`config.mk`:
```
export PLATFORM = sky130hd
export DESIGN_NAME = keypad_scanner
export DESIGN_NICKNAME = d
export VERILOG_FILES = /design/src/rtl/keypad_scanner.sv
export SDC_FILE = /design/constraint.sdc
export NUM_CORES = 1
export LEC_CHECK = 0
export BUFFER_PORTS_ARGS = -buffer_cell sky130_fd_sc_hd__buf_2
export CAP_MARGIN = 25
export CORE_ASPECT_RATIO = 1.25
export CORE_MARGIN = 2
export CORE_UTILIZATION = 65
export CTS_BUF_LIST = sky130_fd_sc_hd__clkbuf_4 sky130_fd_sc_hd__clkbuf_8 sky130_fd_sc_hd__clkbuf_16
export CTS_CLUSTER_DIAMETER = 40
export CTS_CLUSTER_SIZE = 24
export DETAILED_ROUTE_END_ITERATION = 8
export PLACE_DENSITY = 0.84
export SETUP_SLACK_MARGIN = 0.2
export SLEW_MARGIN = 20
export SYNTH_ARGS = -nofsm -noshare
export SYNTH_HDL_FRONTEND = slang
export SYNTH_SLANG_ARGS = --single-unit
export TNS_END_PERCENT = 50
```
`constraint.sdc`:
```
create_clock -name clk -period 7.2 [get_ports clk]
set_input_delay 0.36 -clock clk [delete_from_list [all_inputs] [get_ports clk]]
set_output_delay 0.36 -clock clk [all_outputs]
set_load 0.02 [all_outputs]
```
`src/rtl/keypad_scanner.sv`:
```
// keypad_scanner
//
// Scans a 4x4 active-low matrix keypad one column at a time. Each column
// is strobed low for 2^SCAN_BITS clocks. The synchronized rows are sampled
// on the last cycle of each dwell. A complete four-column scan is
// classified as no key, one key or several keys. Multi-key scans are
// treated as ghosts. A press or release is accepted only after
// DEBOUNCE_SCANS identical consecutive scans.
//
// Ports:
//   clk        system clock, all logic on the rising edge
//   rst        synchronous reset, active-high, highest priority
//   row[3:0]   keypad rows, active-low (externally pulled up)
//   col[3:0]   column strobes, active-low, exactly one low at a time
//   key_code   hex code of the most recently accepted key
//   key_valid  one-cycle pulse when a press is accepted
//   key_down   high while the accepted key is considered held
//
// FSM states:
//   state      | meaning
//   IDLE       | no key held, waiting for a single-key scan
//   PRESS_DB   | same single key seen on cnt consecutive scans
//   HELD       | key accepted, waiting for an empty scan
//   RELEASE_DB | empty scans seen cnt times in a row after a hold

module keypad_scanner #(
    parameter int SCAN_BITS      = 17,
    parameter int DEBOUNCE_SCANS = 4
) (
    input  logic       clk,
    input  logic       rst,
    input  logic [3:0] row,
    output logic [3:0] col,
    output logic [3:0] key_code,
    output logic       key_valid,
    output logic       key_down
);

    localparam int CNT_W = $clog2(DEBOUNCE_SCANS + 1);
    localparam logic [CNT_W-1:0] CNT_DONE = CNT_W'(DEBOUNCE_SCANS);

    typedef enum logic [1:0] {
        IDLE       = 2'd0,
        PRESS_DB   = 2'd1,
        HELD       = 2'd2,
        RELEASE_DB = 2'd3
    } state_t;

    logic [SCAN_BITS-1:0] dwell_cnt;
    logic [1:0]           col_idx;
    logic                 dwell_last;
    logic                 dwell_first;

    logic [3:0] row_meta;
    logic [3:0] row_sync;

    logic [1:0] col_hits;
    logic [1:0] col_hit_row;
    logic [1:0] hit_cnt;
    logic [1:0] hit_row;
    logic [1:0] hit_col;
    logic [2:0] hit_sum;
    logic [1:0] scan_hits;
    logic [1:0] scan_row;
    logic [1:0] scan_col;
    logic [3:0] scan_code;
    logic       scan_tick;
    logic       scan_none;
    logic       scan_single;

    state_t           state, state_next;
    logic [CNT_W-1:0] cnt, cnt_next, cnt_inc;
    logic [3:0]       cand, cand_next;
    logic [3:0]       key_code_next;
    logic             key_valid_next;
    logic             key_down_next;

    function automatic logic [3:0] key_map(input logic [1:0] r, input logic [1:0] c);
        logic [3:0] code;
        case ({r, c})
            4'b00_00: code = 4'h1;
            4'b00_01: code = 4'h2;
            4'b00_10: code = 4'h3;
            4'b00_11: code = 4'hA;
            4'b01_00: code = 4'h4;
            4'b01_01: code = 4'h5;
            4'b01_10: code = 4'h6;
            4'b01_11: code = 4'hB;
            4'b10_00: code = 4'h7;
            4'b10_01: code = 4'h8;
            4'b10_10: code = 4'h9;
            4'b10_11: code = 4'hC;
            4'b11_00: code = 4'h0;
            4'b11_01: code = 4'hF;
            4'b11_10: code = 4'hE;
            default:  code = 4'hD;
        endcase
        return code;
    endfunction

    // Column scan
    assign dwell_last  = &dwell_cnt;
    assign dwell_first = (dwell_cnt == '0);
    assign col         = ~(4'b0001 << col_idx);

    always_ff @(posedge clk) begin
        if (rst) begin
            dwell_cnt <= '0;
            col_idx   <= 2'd0;
        end else begin
            dwell_cnt <= dwell_cnt + SCAN_BITS'(1);
            if (dwell_last) begin
                col_idx <= col_idx + 2'd1;
            end
        end
    end

    always_ff @(posedge clk) begin
        if (rst) begin
            row_meta <= 4'b1111;
            row_sync <= 4'b1111;
        end else begin
            row_meta <= row;
            row_sync <= row_meta;
        end
    end

    // Hits in the current column, saturating at 2
    always_comb begin
        col_hits    = 2'd0;
        col_hit_row = 2'd0;
        for (int r = 0; r < 4; r++) begin
            if (!row_sync[r]) begin
                col_hit_row = r[1:0];
                if (col_hits != 2'd2) begin
                    col_hits = col_hits + 2'd1;
                end
            end
        end
    end

    // Scan result includes the column being sampled right now, so the
    // tick at column 3 sees the complete scan without an extra cycle.
    assign hit_sum     = {1'b0, hit_cnt} + {1'b0, col_hits};
    assign scan_hits   = (hit_sum >= 3'd2) ? 2'd2 : hit_sum[1:0];
    assign scan_row    = (col_hits != 2'd0) ? col_hit_row : hit_row;
    assign scan_col    = (col_hits != 2'd0) ? col_idx     : hit_col;
    assign scan_code   = key_map(scan_row, scan_col);
    assign scan_tick   = dwell_last && (col_idx == 2'd3);
    assign scan_none   = (scan_hits == 2'd0);
    assign scan_single = (scan_hits == 2'd1);

    always_ff @(posedge clk) begin
        if (rst) begin
            hit_cnt <= 2'd0;
            hit_row <= 2'd0;
            hit_col <= 2'd0;
        end else if (dwell_first && col_idx == 2'd0) begin
            hit_cnt <= 2'd0;
            hit_row <= 2'd0;
            hit_col <= 2'd0;
        end else if (dwell_last) begin
            hit_cnt <= scan_hits;
            if (col_hits != 2'd0) begin
                hit_row <= col_hit_row;
                hit_col <= col_idx;
            end
        end
    end

    // Debounce FSM
    assign cnt_inc = cnt + CNT_W'(1);

    always_ff @(posedge clk) begin
        if (rst) begin
            state     <= IDLE;
            cnt       <= '0;
            cand      <= 4'h0;
            key_code  <= 4'h0;
            key_valid <= 1'b0;
            key_down  <= 1'b0;
        end else begin
            state     <= state_next;
            cnt       <= cnt_next;
            cand      <= cand_next;
            key_code  <= key_code_next;
            key_valid <= key_valid_next;
            key_down  <= key_down_next;
        end
    end

    always_comb begin
        state_next     = state;
        cnt_next       = cnt;
        cand_next      = cand;
        key_code_next  = key_code;
        key_valid_next = 1'b0;
        key_down_next  = key_down;
        if (scan_tick) begin
            case (state)
                IDLE: begin
                    if (scan_single) begin
                        if (DEBOUNCE_SCANS == 1) begin
                            key_code_next  = scan_code;
                            key_valid_next = 1'b1;
                            key_down_next  = 1'b1;
                            state_next     = HELD;
                        end else begin
                            cand_next  = scan_code;
                            cnt_next   = CNT_W'(1);
                            state_next = PRESS_DB;
                        end
                    end
                end
                PRESS_DB: begin
                    if (scan_single) begin
                        if (scan_code == cand) begin
                            if (cnt_inc == CNT_DONE) begin
                                key_code_next  = cand;
                                key_valid_next = 1'b1;
                                key_down_next  = 1'b1;
                                state_next     = HELD;
                            end else begin
                                cnt_next = cnt_inc;
                            end
                        end else begin
                            cand_next = scan_code;
                            cnt_next  = CNT_W'(1);
                        end
                    end else begin
                        state_next = IDLE;
                    end
                end
                HELD: begin
                    if (scan_none) begin
                        if (DEBOUNCE_SCANS == 1) begin
                            key_down_next = 1'b0;
                            state_next    = IDLE;
                        end else begin
                            cnt_next   = CNT_W'(1);
                            state_next = RELEASE_DB;
                        end
                    end
                end
                RELEASE_DB: begin
                    if (scan_none) begin
                        if (cnt_inc == CNT_DONE) begin
                            key_down_next = 1'b0;
                            state_next    = IDLE;
                        end else begin
                            cnt_next = cnt_inc;
                        end
                    end else begin
                        state_next = HELD;
                    end
                end
                default: state_next = IDLE;
            endcase
        end
    end

endmodule
```
# Yosys cells after proc, flatten, opt, wreduce, memory -nomap -nowiden
# Memory sizes are Yosys's and may differ from the RTL's.
# Cells that the tools add are included.
dict set report word_totals {
  inputBits 6
  out_inout_bits 10
  reg_bits 48
  mem_bits_ro 64
  mem_count 1
}
dict set report op_classes {
  n_shift 1
  bitwise 5
  n_reduce_logical 17
  addsub 7
  n_lt_le_gt_ge 1
  eq_ne 21
  mux 39
}
# name depth word_bits read_ports rd_clocked_by_memory_dff wr line_no
set mem_list {}
lappend mem_list {{(name not given)} 16 4 1 0 0 80} ;# case ({r, c})
# op count
set ops {}
lappend ops {{2-bit 2-to-1 mux} 18}
lappend ops {{2-bit != test (second input constant)} 11}
lappend ops {{3-bit 2-to-1 mux} 6}
lappend ops {{17-bit by 1-bit adder with 17-bit output (second input constant)} 1}
lappend ops {{17-bit logical NOT} 1}
lappend ops {{17-bit AND reduction} 1}
lappend ops {{5-bit AND reduction} 3}
lappend ops {{4-bit 2-to-1 mux} 3}
lappend ops {{3-bit one-hot mux with 4 select lines} 1}
lappend ops {{3-bit != test (second input constant)} 3}
lappend ops {{2-bit by 1-bit adder with 2-bit output (second input constant)} 4}
lappend ops {{1-bit 2-to-1 mux} 8}
lappend ops {{2-bit one-hot mux with 4 select lines} 1}
lappend ops {{4-bit one-hot mux with 2 select lines} 1}
lappend ops {{7-bit AND reduction} 1}
lappend ops {{2-bit equality test (second input constant)} 3}
lappend ops {{2-bit logical NOT} 3}
lappend ops {{6-bit AND reduction} 1}
lappend ops {{2-bit nonzero test} 3}
lappend ops {{5-bit OR reduction} 1}
lappend ops {{2-bit by 1-bit equality test with 1-bit output (second input constant)} 2}
lappend ops {{4-bit equality test} 1}
lappend ops {{1-bit inverter} 4}
lappend ops {{4-bit inverter} 1}
lappend ops {{other kinds (8)} 9}

# Logic depth before layout (Yosys ltp)
# Gate-level depths: netlist (run 1).
# An unclocked memory read counts as a cell.
dict set report depth {
  word_depth 17
  ltp_mapped 16
  ltp_nobuf 16
}

# Worst setup path before layout (run 1)
# No wires, ideal clock.
dict set report synth_path {
  kind {register -> register}
  startpoint {register row_sync[0]}
  endpoint {register key_code[1]}
  arrival_time_ns 3.713
  t_required_ns 7.128
  setup_slack_ns 3.415
  path_stages_with_launch 17
  path_buffers 0
  path_cell_list {dfxtp_1 -> inv_1 -> ha_1 -> mux2i_1 -> ha_1 -> o21ba_2 -> a31o_4 -> mux2i_1 -> inv_1 -> ha_1 -> inv_1 -> o2111a_1 -> a221oi_2 -> a21oi_1 -> nor4b_4 -> and4_4 -> mux2i_1}
}
dict set report synth_via {
  elab_chain_cells 15
}
# element line_no
set synth_rtl {}
lappend synth_rtl {{start, declared} 55} ;# logic [3:0] row_sync;
lappend synth_rtl {{start signal, assigned} 124} ;# row_sync <= row_meta;
lappend synth_rtl {{1-bit 2-to-1 mux (*)} 133} ;# if (!row_sync[r]) begin
lappend synth_rtl {{2-bit by 1-bit adder with 2-bit output / 2-bit != test (equally long branches)} {136, 135}}
lappend synth_rtl {{2-bit 2-to-1 mux} 135} ;# if (col_hits != 2'd2) begin
lappend synth_rtl {{2-bit 2-to-1 mux (*)} 133}
lappend synth_rtl {{2-bit by 1-bit adder with 2-bit output / 2-bit != test (equally long branches)} {136, 135}}
lappend synth_rtl {{2-bit 2-to-1 mux} 135}
lappend synth_rtl {{2-bit 2-to-1 mux (*)} 133}
lappend synth_rtl {{2-bit by 1-bit adder with 2-bit output / 2-bit != test (equally long branches)} {136, 135}}
lappend synth_rtl {{2-bit 2-to-1 mux} 135}
lappend synth_rtl {{2-bit 2-to-1 mux (*)} 133}
lappend synth_rtl {{2-bit nonzero test (*)} 147} ;# assign scan_col = (col_hits != 2'd0) ? col_idx : hit_col;
lappend synth_rtl {{2-bit 2-to-1 mux (*)} 147}
lappend synth_rtl {{via scan_col[1]} 65} ;# logic [1:0] scan_col;
lappend synth_rtl {{memory 16 x 4 bit (*)} -}
lappend synth_rtl {{4-bit equality test (*)} 217} ;# if (scan_code == cand) begin
lappend synth_rtl {{5-bit AND reduction (no source line) (*)} -}
lappend synth_rtl {{end signal, assigned} 186} ;# key_code <= key_code_next;
lappend synth_rtl {{end, declared} 34} ;# output logic [3:0] key_code,
# Mark *: on every way through the listed nets, which the timed path passes. The rest lies on a longest branch.
# A chain may end at the register's enable or synchronous reset.

# Worst setup path after layout (run 1)
# Same ends and word-level chain as after synthesis.

==> results by group, run 1 <==
STA
  – FMAX: 236 MHz
  – Pins Over Slew Limit: 0
  – RSZ-0062 raised after global routing: false
  – Setup Skew: roughly 10 ps
  – Final Hold Fails: 0
  – Tightest Pin Transition: 634 ps
  – Number of setup violations in the final report: 0
  – Final Cycle Share: 58.9%
  – Min Tclk post-route: 4240 ps
  – Fin Setup TNS: 0 ps
  – Max-slew headroom: 57.7%

Drt
  – Total Wirelength: 4.90 mm
  – Drc violations: 0
  – Antenna viol nets, final: 0
  – DR iter-0 viols: between 100 and 150
  – WL/cell: 13.5 µm
  – Via count: around 2000
  – Drt via density: 5.65
  – DR pass1 iterations: 4

Floorplanning
  – Initial Util: 68.1%
  – Floorplan die width: a little over 60 µm
  – Area of the die: 4520 µm²
  – Core area: roughly 3800 µm²
  – Rows: 25
  – Die H: around 75 µm
  – I/O pin total: 16

Cells and area
  – FF+latch area: 961 µm²
  – Layout cells sized above 1: approximately 14%
  – Final Non-Filler Cells: 362
  – Filler cell count: about 300
  – Cell area after layout: between 2000 and 3000 µm²
  – Multi-input gate area: approximately 1500 µm²
  – Layout Nets: about 330
  – Area delta synth->final: 8.67%
  – Antenna Diode Count: 0
  – Final standard cell utilization of the core: roughly 74%

CTS
  – Setup Fix Bufs, Post-CTS: 0
  – Cts hold-fix bufs: 0
  – Total CTS buffers: 5
  – Clock Latency Late Sink: 300 ps
  – Max clock buf depth: 2
  – Post_cts resized: 0
  – Clock sinks: 48
  – Clock root buffer master: clkbuf_8
  – CTS tree: yes
  – Reg clk slew, reported paths: about 90 ps
  – H-tree levels: 2

Global route
  – Vias in the first global route: about 1900
  – Initial antenna violation count: 0
  – Largest net degree at the start of global routing: 38
  – First-pass GRT wire length: a little over 8 mm
  – Total grt overflow: 0
  – GRT Total Usage: 23.9%

Setup path
  – CP Data Arrival Time: between 4000 and 5000 ps
  – Crit Path Max Fanout: 9
  – Critical path type: reg -> reg
  – Crit start category: register
  – CP required: about 7400 ps
  – Crit. End Element: register

Run
  – Max cap viols: 0

Logic synthesis
  – Yosys top cell by area: dfxtp_1
  – Main area contributors after synthesis: dfxtp_1, ha_1, mux2i_1
  – Synth cell count leaders: dfxtp_1, nor2_1, nand2_1
  – Yosys top cell area share: 37.0%
  – Asr flop ratio synth: 0%
  – Mapped cell area: roughly 2600 µm²
  – Synth Net Count: between 300 and 400
  – Sequential fraction of the synthesis area: around 37%
  – Warnings from Yosys: 0
  – Syn Area/Cell: about 8.8 µm²
  – #FFs+latches synth: 48
  – Count leader, synth: dfxtp_1
  – Post-synth cell types: between 50 and 60
  – Synth Flop Type: dfxtp_1
  – Post-Synthesis Cells: between 200 and 300
  – Post-synth EDFFs: 0

Power
  – Power, Total: 0.000534 W
  – Pwr dens: 189 nW/µm²
  – Pleak: about 1.1 nW
  – VDD IR max: roughly 160 µV

Place
  – Post-DP HPWL: between 3 and 4 mm
  – Routability cong.: 0.783
  – Cell Area, Placed: approximately 2700 µm²
  – Cell total after placement: between 300 and 400
  – # port buffers: 15

Outcome
  – Status: completed

Worst hold path
  – Hold Path Class: in -> reg
[critical path, cell delays in order, from the launching register on]
cell      delay, ps
dfxtp_1         360
inv_1            60
ha_1            330
mux2i_1         250
ha_1            300
o21ba_2         230
a31o_4          240
mux2i_1         380
inv_1           120
ha_1            310
inv_1            50
o2111a_1        120
a221oi_2        260
a21oi_1         160
nor4b_4         510
and4_4          320
mux2i_1         180
[per-layer routing]
layer | wire, µm | vias up | global-route usage, %
li1 | - | 1043 | -
met1 | 2120 | 958 | 26.8
met2 | 2510 | 36 | 43.6
met3 | 166 | 10 | 4.12
met4 | 101 | 0 | 10.4
met5 | 0 | - | 0
[cell type report]
type | count | share of cell area (%)
Multi-Input combinational cell | 214 | 53.3
Sequential cell | 48 | 34.0
Clock buffer | 7 | 3.41
Inverter | 22 | 2.92
Timing Repair Buffer | 16 | 2.84
Tap cell | 54 | 2.39
Clock inverter | 1 | 1.06
[through the flow]
stage,setup slack [ps],hold WS [ps]
detailed placement,3040,395
floorplan,3420,389
global route,2660,242
global placement,3180,390
CTS,2920,230
finish,2960,230
[power by group]
group	switching, W	internal, W	leakage [nW]	total (W)
Combinational	0.0000276	0.0000214	0.660	0.0000489
Clock	0.0000903	0.000123	0.0645	0.000213
Sequential	0.00000344	0.000269	0.389	0.000272
[logic make-up after synthesis]
logic type,count (synthesis),synth area share [%]
AO/OA/AOI/OAI,51,14.0
flip-flops,48,37.0
XOR/XNOR,15,5.06
buffers and inverters,34,5.06
adder cells (fa/ha/maj),20,9.92
multiplexers,14,5.54
AND/OR/NAND/NOR,114,23.4
[sequential cells by signal, summed over array words and instances (netlist names)]
signal,count
key_down,1
row_meta,4
state,2
dwell_cnt,17
cand,4
hit_row,2
key_valid,1
hit_cnt,2
hit_col,2
cnt,3
key_code,4
col_idx,2
row_sync,4
[cell usage in the layout, fill, tap and decap left out, types with 3 or more instances in the layout]
| cell | instances |
|---|---|
| clkbuf_8 | 7 |
| buf_2 | 15 |
| nand4_1 | 9 |
| nor2_1 | 31 |
| inv_1 | 22 |
| or3_1 | 5 |
| nand2b_1 | 4 |
| xnor2_1 | 7 |
| nor3_1 | 4 |
| a21oi_1 | 16 |
| and3_1 | 4 |
| mux2i_1 | 13 |
| xor2_1 | 8 |
| nor2b_1 | 3 |
| dfxtp_1 | 48 |
| nand2_1 | 24 |
| o21ai_0 | 10 |
| nand3_1 | 7 |
| a211oi_1 | 6 |
| or2_2 | 8 |
| ha_1 | 19 |
[path summary, 6_finish.rpt]
| check | start | end | slack [ps] | cells past startpoint |
|---|---|---|---|---|
| min | row[3] | row_meta[3] | 230 | 2 |
| min reg2reg | row_meta[2] | row_sync[2] | 410 | 1 |
| max reg2reg | row_sync[0] | key_code[1] | 2960 | 16 |
| max | row_sync[0] | key_code[1] | 2960 | 16 |
(Power assumes the default switching activity.)
==> run 2: changes to the inputs <==
ABC_AREA = 1   (was unset)
CORE_UTILIZATION = 61   (was 65)
PLACE_DENSITY = 0.8   (was 0.84)
clock period = 4.02 ns   (was 7.2 ns; I/O delays follow)
==> run 2 against run 1 <==
Cell area is 8.2% higher. Combinational power grew to 3.1 times the previous value. Clock skew decreased by 4.0 ps. Global-route usage decreased by 2.5 points. Worst setup slack got worse by 2400 ps. Power grew 90%.
==> results by group, run 2 <==
Global route
  – Gr busiest metal: met2 (unchanged)
  – First-pass GRT wire length: 8.73 mm (was 8.16 mm)
  – Largest net degree at the start of global routing: 25 (was 38)
  – Global Route met3 Usage: 3.10% (was 4.12%)
  – Total grt overflow: 0 (unchanged)
  – Vias in the first global route: 2229 (was 1926)
  – Initial antenna violation count: 0 (unchanged)
  – GRT Total Usage: 21.4% (was 23.9%)
  – Met1 Use GR: 22.7% (was 26.8%)
  – Met2 Use GR: 41.8% (was 43.6%)

Drt
  – Drc violations: 0 (unchanged)
  – WL/cell: 11.4 µm (was 13.5 µm)
  – Via count: 2370 (was 2047)
  – DR iter-0 viols: 92 (was 124)
  – Drt via density: 5.25 (was 5.65)
  – DR pass1 iterations: 4 (unchanged)
  – Total Wirelength: 5.12 mm (was 4.90 mm)
  – Antenna viol nets, final: 0 (unchanged)

Logic synthesis
  – Asr flop ratio synth: 0% (unchanged)
  – Post-synth cell types: 36 (was 52)
  – Yosys top cell area share: 34.6% (was 37.0%)
  – Main area contributors after synthesis: dfxtp_1, nand2_1, ha_1 (was dfxtp_1, ha_1, mux2i_1)
  – Synth Net Count: 401 (was 322)
  – Synth cell count leaders: nand2_1, inv_1, dfxtp_1 (was dfxtp_1, nor2_1, nand2_1)
  – Mapped cell area: 2780 µm² (was 2600 µm²)
  – Post-synth EDFFs: 0 (unchanged)
  – Count leader, synth: nand2_1 (was dfxtp_1)
  – Post-Synthesis Cells: 375 (was 296)
  – Syn Area/Cell: 7.41 µm² (was 8.78 µm²)
  – Warnings from Yosys: 0 (unchanged)
  – Synth Flop Type: dfxtp_1 (unchanged)
  – Sequential fraction of the synthesis area: 34.6% (was 37.0%)
  – #FFs+latches synth: 48 (unchanged)
  – Yosys top cell by area: dfxtp_1 (unchanged)

STA
  – RSZ-0062 raised after global routing: true (was false)
  – Final Hold Fails: 0 (unchanged)
  – FMAX: 292 MHz (was 236 MHz)
  – Fin Setup TNS: 0 ps (unchanged)
  – Final Cycle Share: 85.3% (was 58.9%)
  – Setup ws final: 592 ps (was 2960 ps)
  – Number of setup violations in the final report: 0 (unchanged)
  – Setup Skew: 6.54 ps (was 10.5 ps)
  – Max-slew headroom: 53.7% (was 57.7%)
  – Pins Over Slew Limit: 0 (unchanged)
  – Min Tclk post-route: 3430 ps (was 4240 ps)
  – Tightest Pin Transition: 693 ps (was 634 ps)

Cells and area
  – Final Non-Filler Cells: 451 (was 362)
  – Layout cells sized above 1: 16.3% (was 14.0%)
  – Cell area after layout: 3060 µm² (was 2820 µm²)
  – Most frequent cells in the layout: nand2_1, inv_1, dfxtp_1 (was dfxtp_1, nor2_1, nand2_1)
  – Area delta synth->final: 9.90% (was 8.67%)
  – Multi-input gate area: 1600 µm² (was 1510 µm²)
  – Layout Nets: 418 (was 333)
  – Largest Register: dwell_cnt (unchanged)
  – FF+latch area: 961 µm² (unchanged)
  – Number of flip-flops under the largest register name: 17 (unchanged)
  – Filler cell count: 381 (was 303)
  – Commonest non-fill, non-tap cell in the layout: nand2_1 (was dfxtp_1)
  – Antenna Diode Count: 0 (unchanged)

Setup path
  – Worst Path Buf+Inv: 2 (was 3)
  – Crit Path Max Fanout: 9 (unchanged)
  – Crit-path cells: inv_1, ha_1, nand2_1, and2_1, ha_1, or2_4, nand2_8, nand2_8, nand2_1, nand2_1, ha_1, inv_1, nand3_1, nand3_1, nand2_1, nand2_1, nand3_2, nor2_4, nand2_2, nand2_2, nand2_1, nand2_1, nor2_1 (was inv_1, ha_1, mux2i_1, ha_1, o21ba_2, a31o_4, mux2i_1, inv_1, ha_1, inv_1, o2111a_1, a221oi_2, a21oi_1, nor4b_4, and4_4, mux2i_1)
  – Most used cell, CP: nand2_1
  – Crit. End Element: register (unchanged)
  – CP required: 4230 ps (was 7430 ps)
  – Crit path max-delay cell type: dfxtp_1 (was nor4b_4)
  – R2r setup slk: 590 ps (was 2960 ps)
  – Cell depth of the worst setup path: 23 (was 16)
  – Worst setup startpoint: row_sync[1] (was row_sync[0])
  – R2R cell count: 23 (was 16)
  – Reg-to-reg startpoint: row_sync[1] (was row_sync[0])
  – End of the critical path: cand[3] (was key_code[1])
  – CP Data Arrival Time: 3630 ps (was 4470 ps)
  – Critical path type: reg -> reg (unchanged)
  – Worst path max stage delay: 390 ps (was 510 ps)
  – Top delay family on crit path: simple AND/OR/NAND/NOR gates (was compound AO/OA/AOI/OAI gates)
  – Crit start category: register (unchanged)
  – R2r endpoint: cand[3] (was key_code[1])

CTS
  – Clock Latency Late Sink: 300 ps (about the same)
  – Reg clk slew, reported paths: 90 ps (about the same)
  – Clock root buffer master: clkbuf_8 (unchanged)
  – H-tree levels: 2 (unchanged)
  – Clock sinks: 48 (unchanged)
  – Total CTS buffers: 5 (unchanged)
  – Max clock buf depth: 2 (unchanged)
  – Cts hold-fix bufs: 0 (unchanged)
  – CTS tree: yes (unchanged)

Place
  – Post-Place Setup Slack: 384 ps (was 3040 ps)
  – Cell total after placement: 443 (was 353)
  – # port buffers: 15 (unchanged)
  – Routability cong.: 0.822 (was 0.783)
  – Post-DP HPWL: 3.93 mm (was 3.54 mm)
  – Cell Area, Placed: 2910 µm² (was 2690 µm²)

Power
  – Pint: 0.000756 W (was 0.000413 W)
  – Net switching power figure: 0.000257 W (was 0.000121 W)
  – Comb pwr share: 15.0% (was 9.2%)
  – Pleak: 1.36 nW (was 1.11 nW)
  – Power, Total: 0.00101 W (was 0.000534 W)
  – Switching Share: 25.4% (was 22.7%)
  – VDD IR max: 243 µV (was 164 µV)
  – Register share of total power: 48.0% (was 51.0%)
  – Clock power share: 37.0% (was 39.9%)
  – Pwr dens: 332 nW/µm² (was 189 nW/µm²)

Floorplanning
  – Core area: 4390 µm² (was 3820 µm²)
  – Floorplan die width: 64.4 µm (was 60.6 µm)
  – Area of the die: 5120 µm² (was 4520 µm²)
  – I/O pin total: 16 (unchanged)
  – Die H: 79.5 µm (was 74.7 µm)
  – Rows: 27 (was 25)
  – Initial Util: 63.3% (was 68.1%)

Run
  – Max cap viols: 0 (unchanged)

Outcome
  – Status: completed (unchanged)

Worst hold path
  – Worst hold stages: 2 (unchanged)
  – Hold Path Class: in -> reg (unchanged)
[run 2: how the worst min path moves through the flow]
stage | from | to
2_1_floorplan | row[0] | row_meta[0]
3_3_place_gp | row[2] | row_meta[2]
3_5_place_dp | row[0] | row_meta[0]
4_1_cts | row[0] | row_meta[0]
5_1_grt | row[1] | row_meta[1]
6_report | row[0] | row_meta[0]
[run 2: metal layers]
layer | up-vias | wire, µm
met5 | - | 0
met4 | 0 | 54
met3 | 6 | 113
met2 | 32 | 2770
met1 | 1098 | 2190
li1 | 1234 | -
[run 2: timing repair]
action / 4_1_cts / 5_1_grt
buffers inserted: 0 / 0
endpoints found under the setup margin: 0 / 9
endpoints found under the hold margin: 0 / 0
gates resized for setup: 0 / 5
[run 2: area by class of cell]
cell class	count	share of cell area (%)
inverter	60	7.37
clock inverter	1	0.983
multi-input combinational	262	52.2
tap	58	2.38
clock buffer	7	3.15
sequential	48	31.4
timing repair buffer	15	2.46
[run 2: kinds of logic after synthesis]
group | after synthesis | synth area share, %
AO/OA/AOI/OAI | 52 | 10.2
XOR/XNOR | 1 | 0.315
adder cells (fa/ha/maj) | 20 | 9.27
buffers and inverters | 65 | 8.87
flip-flops | 48 | 34.6
AND/OR/NAND/NOR | 189 | 36.8
[run 2: power by group through the flow]
stage | Clock, W | Combinational [W] | Sequential, W
after floorplan | 0 | 0.000128 | 0.000496
after global placement | 0 | 0.000149 | 0.000497
after detailed placement | 0 | 0.000153 | 0.000497
after CTS | 0.000384 | 0.000153 | 0.000486
after global routing | 0.000399 | 0.000170 | 0.000487
final | 0.000375 | 0.000152 | 0.000486
[run 2: metrics by stage]
| step | hold slack [ps] | utilization [%] |
|---|---|---|
| 2_1_floorplan | 305 | - |
| 3_3_place_gp | 383 | 66.2 |
| 3_5_place_dp | 389 | 66.2 |
| 4_1_cts | 77.8 | 69.1 |
| 5_1_grt | 80.6 | 69.6 |
| 6_report | 80.6 | 69.6 |
==> run 3: changes to the inputs <==
ABC_AREA = unset   (was 1)
CORE_UTILIZATION = 45   (was 61)
PLACE_DENSITY = unset   (was 0.8)
==> run 3 against run 2 <==
Register-to-register slack lost 290 ps. Routed wire length is 4.2% higher. Sequential share of layout area increased by 0.66 points. Sequential power about the same. Clock power shrank 23%. Clock skew is 2.4 ps higher. Cell area is 1.6% lower. Worst hold slack got worse by 1.4 ps. Cell count fell by 14%. Critical endpoint is now state[1]. Highest routed layer unchanged.
==> results by group, run 3 (synthesis gave the netlist of run 1 again) <==
Outcome
  – Status: completed (unchanged)

Cells and area
  – Layout cells sized above 1: 22.6% (was 16.3%)
  – Number of flip-flops under the largest register name: 17 (unchanged)
  – Antenna Diode Count: 0 (unchanged)
  – Filler cell count: 529 (was 381)
  – Most frequent cells in the layout: dfxtp_1, nor2_1, nand2_1 (was nand2_1, inv_1, dfxtp_1)
  – Final standard cell utilization of the core: 54.5% (was 69.6%)
  – Largest Register: dwell_cnt (unchanged)
  – Cell area after layout: 3010 µm² (was 3060 µm²)
  – Final Non-Filler Cells: 387 (was 451)
  – Commonest non-fill, non-tap cell in the layout: dfxtp_1 (was nand2_1)
  – Area delta synth->final: 15.7% (was 9.90%)
  – Layout Nets: 348 (was 418)

Worst hold path
  – Hold Path Class: in -> reg (unchanged)
  – Worst min-delay path startpoint: row[2] (was row[0])

Power
  – Pleak: 1.15 nW (was 1.36 nW)
  – Pwr dens: 295 nW/µm² (was 332 nW/µm²)
  – VDD IR max: 191 µV (was 243 µV)

Drt
  – Total Wirelength: 5.34 mm (was 5.12 mm)
  – Drc violations: 0 (unchanged)
  – Drt via density: 5.41 (was 5.25)
  – Antenna viol nets, final: 0 (unchanged)
  – DR pass1 iterations: 5 (was 4)
  – WL/cell: 13.8 µm (was 11.4 µm)
  – DR iter-0 viols: 74 (was 92)
  – Via count: 2095 (was 2370)

STA
  – Number of setup violations in the final report: 0 (unchanged)
  – FMAX: 269 MHz (was 292 MHz)
  – Max-slew headroom: 54.9% (was 53.7%)
  – Pins Over Slew Limit: 0 (unchanged)
  – Min Tclk post-route: 3720 ps (was 3430 ps)
  – Final Cycle Share: 92.5% (was 85.3%)
  – RSZ-0062 raised after global routing: true (unchanged)
  – Final Hold Fails: 0 (unchanged)
  – Setup Skew: 8.94 ps (was 6.54 ps)
  – Tightest Pin Transition: 677 ps (was 693 ps)

Setup path
  – Critical path type: reg -> reg (unchanged)
  – Crit. End Element: register (unchanged)
  – R2r setup slk: 300 ps (was 590 ps)
  – CP required: 4220 ps (was 4230 ps)
  – CP Data Arrival Time: 3920 ps (was 3630 ps)
  – Worst setup startpoint: row_sync[1] (unchanged)
  – Reg-to-reg startpoint: row_sync[1] (unchanged)
  – Crit start category: register (unchanged)
  – Crit Path Max Fanout: 7 (was 9)

Global route
  – Total grt overflow: 0 (unchanged)
  – Met1 Use GR: 22.0% (was 22.7%)
  – Met2 Use GR: 31.0% (was 41.8%)
  – Gr busiest metal: met2 (unchanged)
  – Global Route met3 Usage: 3.38% (was 3.10%)
  – First-pass GRT wire length: 8.91 mm (was 8.73 mm)
  – Initial antenna violation count: 0 (unchanged)
  – Largest net degree at the start of global routing: 38 (was 25)
  – GRT Total Usage: 17.7% (was 21.4%)
  – Vias in the first global route: 1919 (was 2229)

CTS
  – Total CTS buffers: 5 (unchanged)
  – Cts hold-fix bufs: 0 (unchanged)
  – Clock Latency Late Sink: 300 ps (about the same)
  – H-tree levels: 2 (unchanged)
  – CTS tree: yes (unchanged)
  – Reg clk slew, reported paths: 90 ps (about the same)
  – Max clock buf depth: 2 (unchanged)
  – Clock sinks: 48 (unchanged)
  – Clock root buffer master: clkbuf_8 (unchanged)

Floorplanning
  – Core area: 5520 µm² (was 4390 µm²)
  – Rows: 30 (was 27)
  – Floorplan die width: 72.0 µm (was 64.4 µm)
  – Initial Util: 47.1% (was 63.3%)
  – Area of the die: 6400 µm² (was 5120 µm²)
  – Die H: 89.0 µm (was 79.5 µm)
  – I/O pin total: 16 (unchanged)

Place
  – Routability cong.: 0.825 (was 0.822)
  – Cell Area, Placed: 2750 µm² (was 2910 µm²)
  – # port buffers: 15 (unchanged)
  – Cell total after placement: 369 (was 443)
  – Post-DP HPWL: 3.74 mm (was 3.93 mm)

Run
  – Max cap viols: 0 (unchanged)
run 3: changes by cell type in the layout (fill, tap and decap cells not counted), moves of 7 or more:
| cell | change |
|---|---|
| xnor2_1 | +7 |
| mux2i_1 | +10 |
| xor2_1 | +7 |
| nand2_1 | -46 |
| inv_1 | -40 |
| nor2_1 | -8 |
| a21oi_1 | -11 |
| nand3_1 | -15 |
| buf_4 | +14 |
run 3: area by class of cell:
type	instances	area, µm²	area share [%]
Clock buffer	5	68.8	2.29
Clock inverter	3	18.8	0.624
Inverter	22	82.6	2.75
Tap cell	64	80.1	2.66
Timing Repair Buffer	31	195	6.49
Multi-Input combinational cell	214	1600	53.1
Sequential cell	48	966	32.1
run 3: report_power, final:
part	internal, W	total, W	switching (W)
registers	0.000481	0.000488	0.00000648
clock network	0.000122	0.000288	0.000167
logic	0.0000540	0.000112	0.0000577
total	0.000657	0.000887	0.000231
run 3: repair_timing:
action | in CTS | in global routing
setup endpoints to repair | 13 | 12
resized for setup | 10 | 13
setup buffers | 4 | 6
pin swaps | 4 | 9
run 3: per-layer routing:
| metal | routed length [µm] | vias to the layer above |
|---|---|---|
| met1 | 2420 | 985 |
| met4 | 46 | 0 |
| met2 | 2730 | 30 |
| li1 | - | 1076 |
| met3 | 150 | 4 |
| met5 | 0 | - |
run 3: final timing paths:
path / endpoint / cells past startpoint
worst max-delay path: state[1] / 16
worst min-delay path: row_meta[2] / 2
worst min register to register: row_sync[1] / 1
worst max register to register: state[1] / 16
run 3: critical path: stages, from the launching register on:
cell,delay [ps]
dfxtp_4,370
inv_2,40
ha_4,230
mux2i_2,180
ha_1,290
o21ba_4,240
a31o_4,260
mux2i_4,220
buf_4,150
buf_4,130
ha_1,170
or3_4,390
a21oi_4,180
nor4b_4,70
buf_6,150
a2111o_1,370
and3_1,170
run 3: per-stage QoR:
stage / TNS, ps / setup WS, ps / hold slack, ps / total power [W]
floorplan: 0 / 235 / 305 / 0.000569
global placement: 0 / 143 / 385 / 0.000588
global route: 0 / 145 / 71.6 / 0.000928
CTS: 0 / 249 / 71.3 / 0.000887
finish: 0 / 300 / 79.3 / 0.000887
detailed placement: -34.3 / -26.4 / 387 / 0.000589
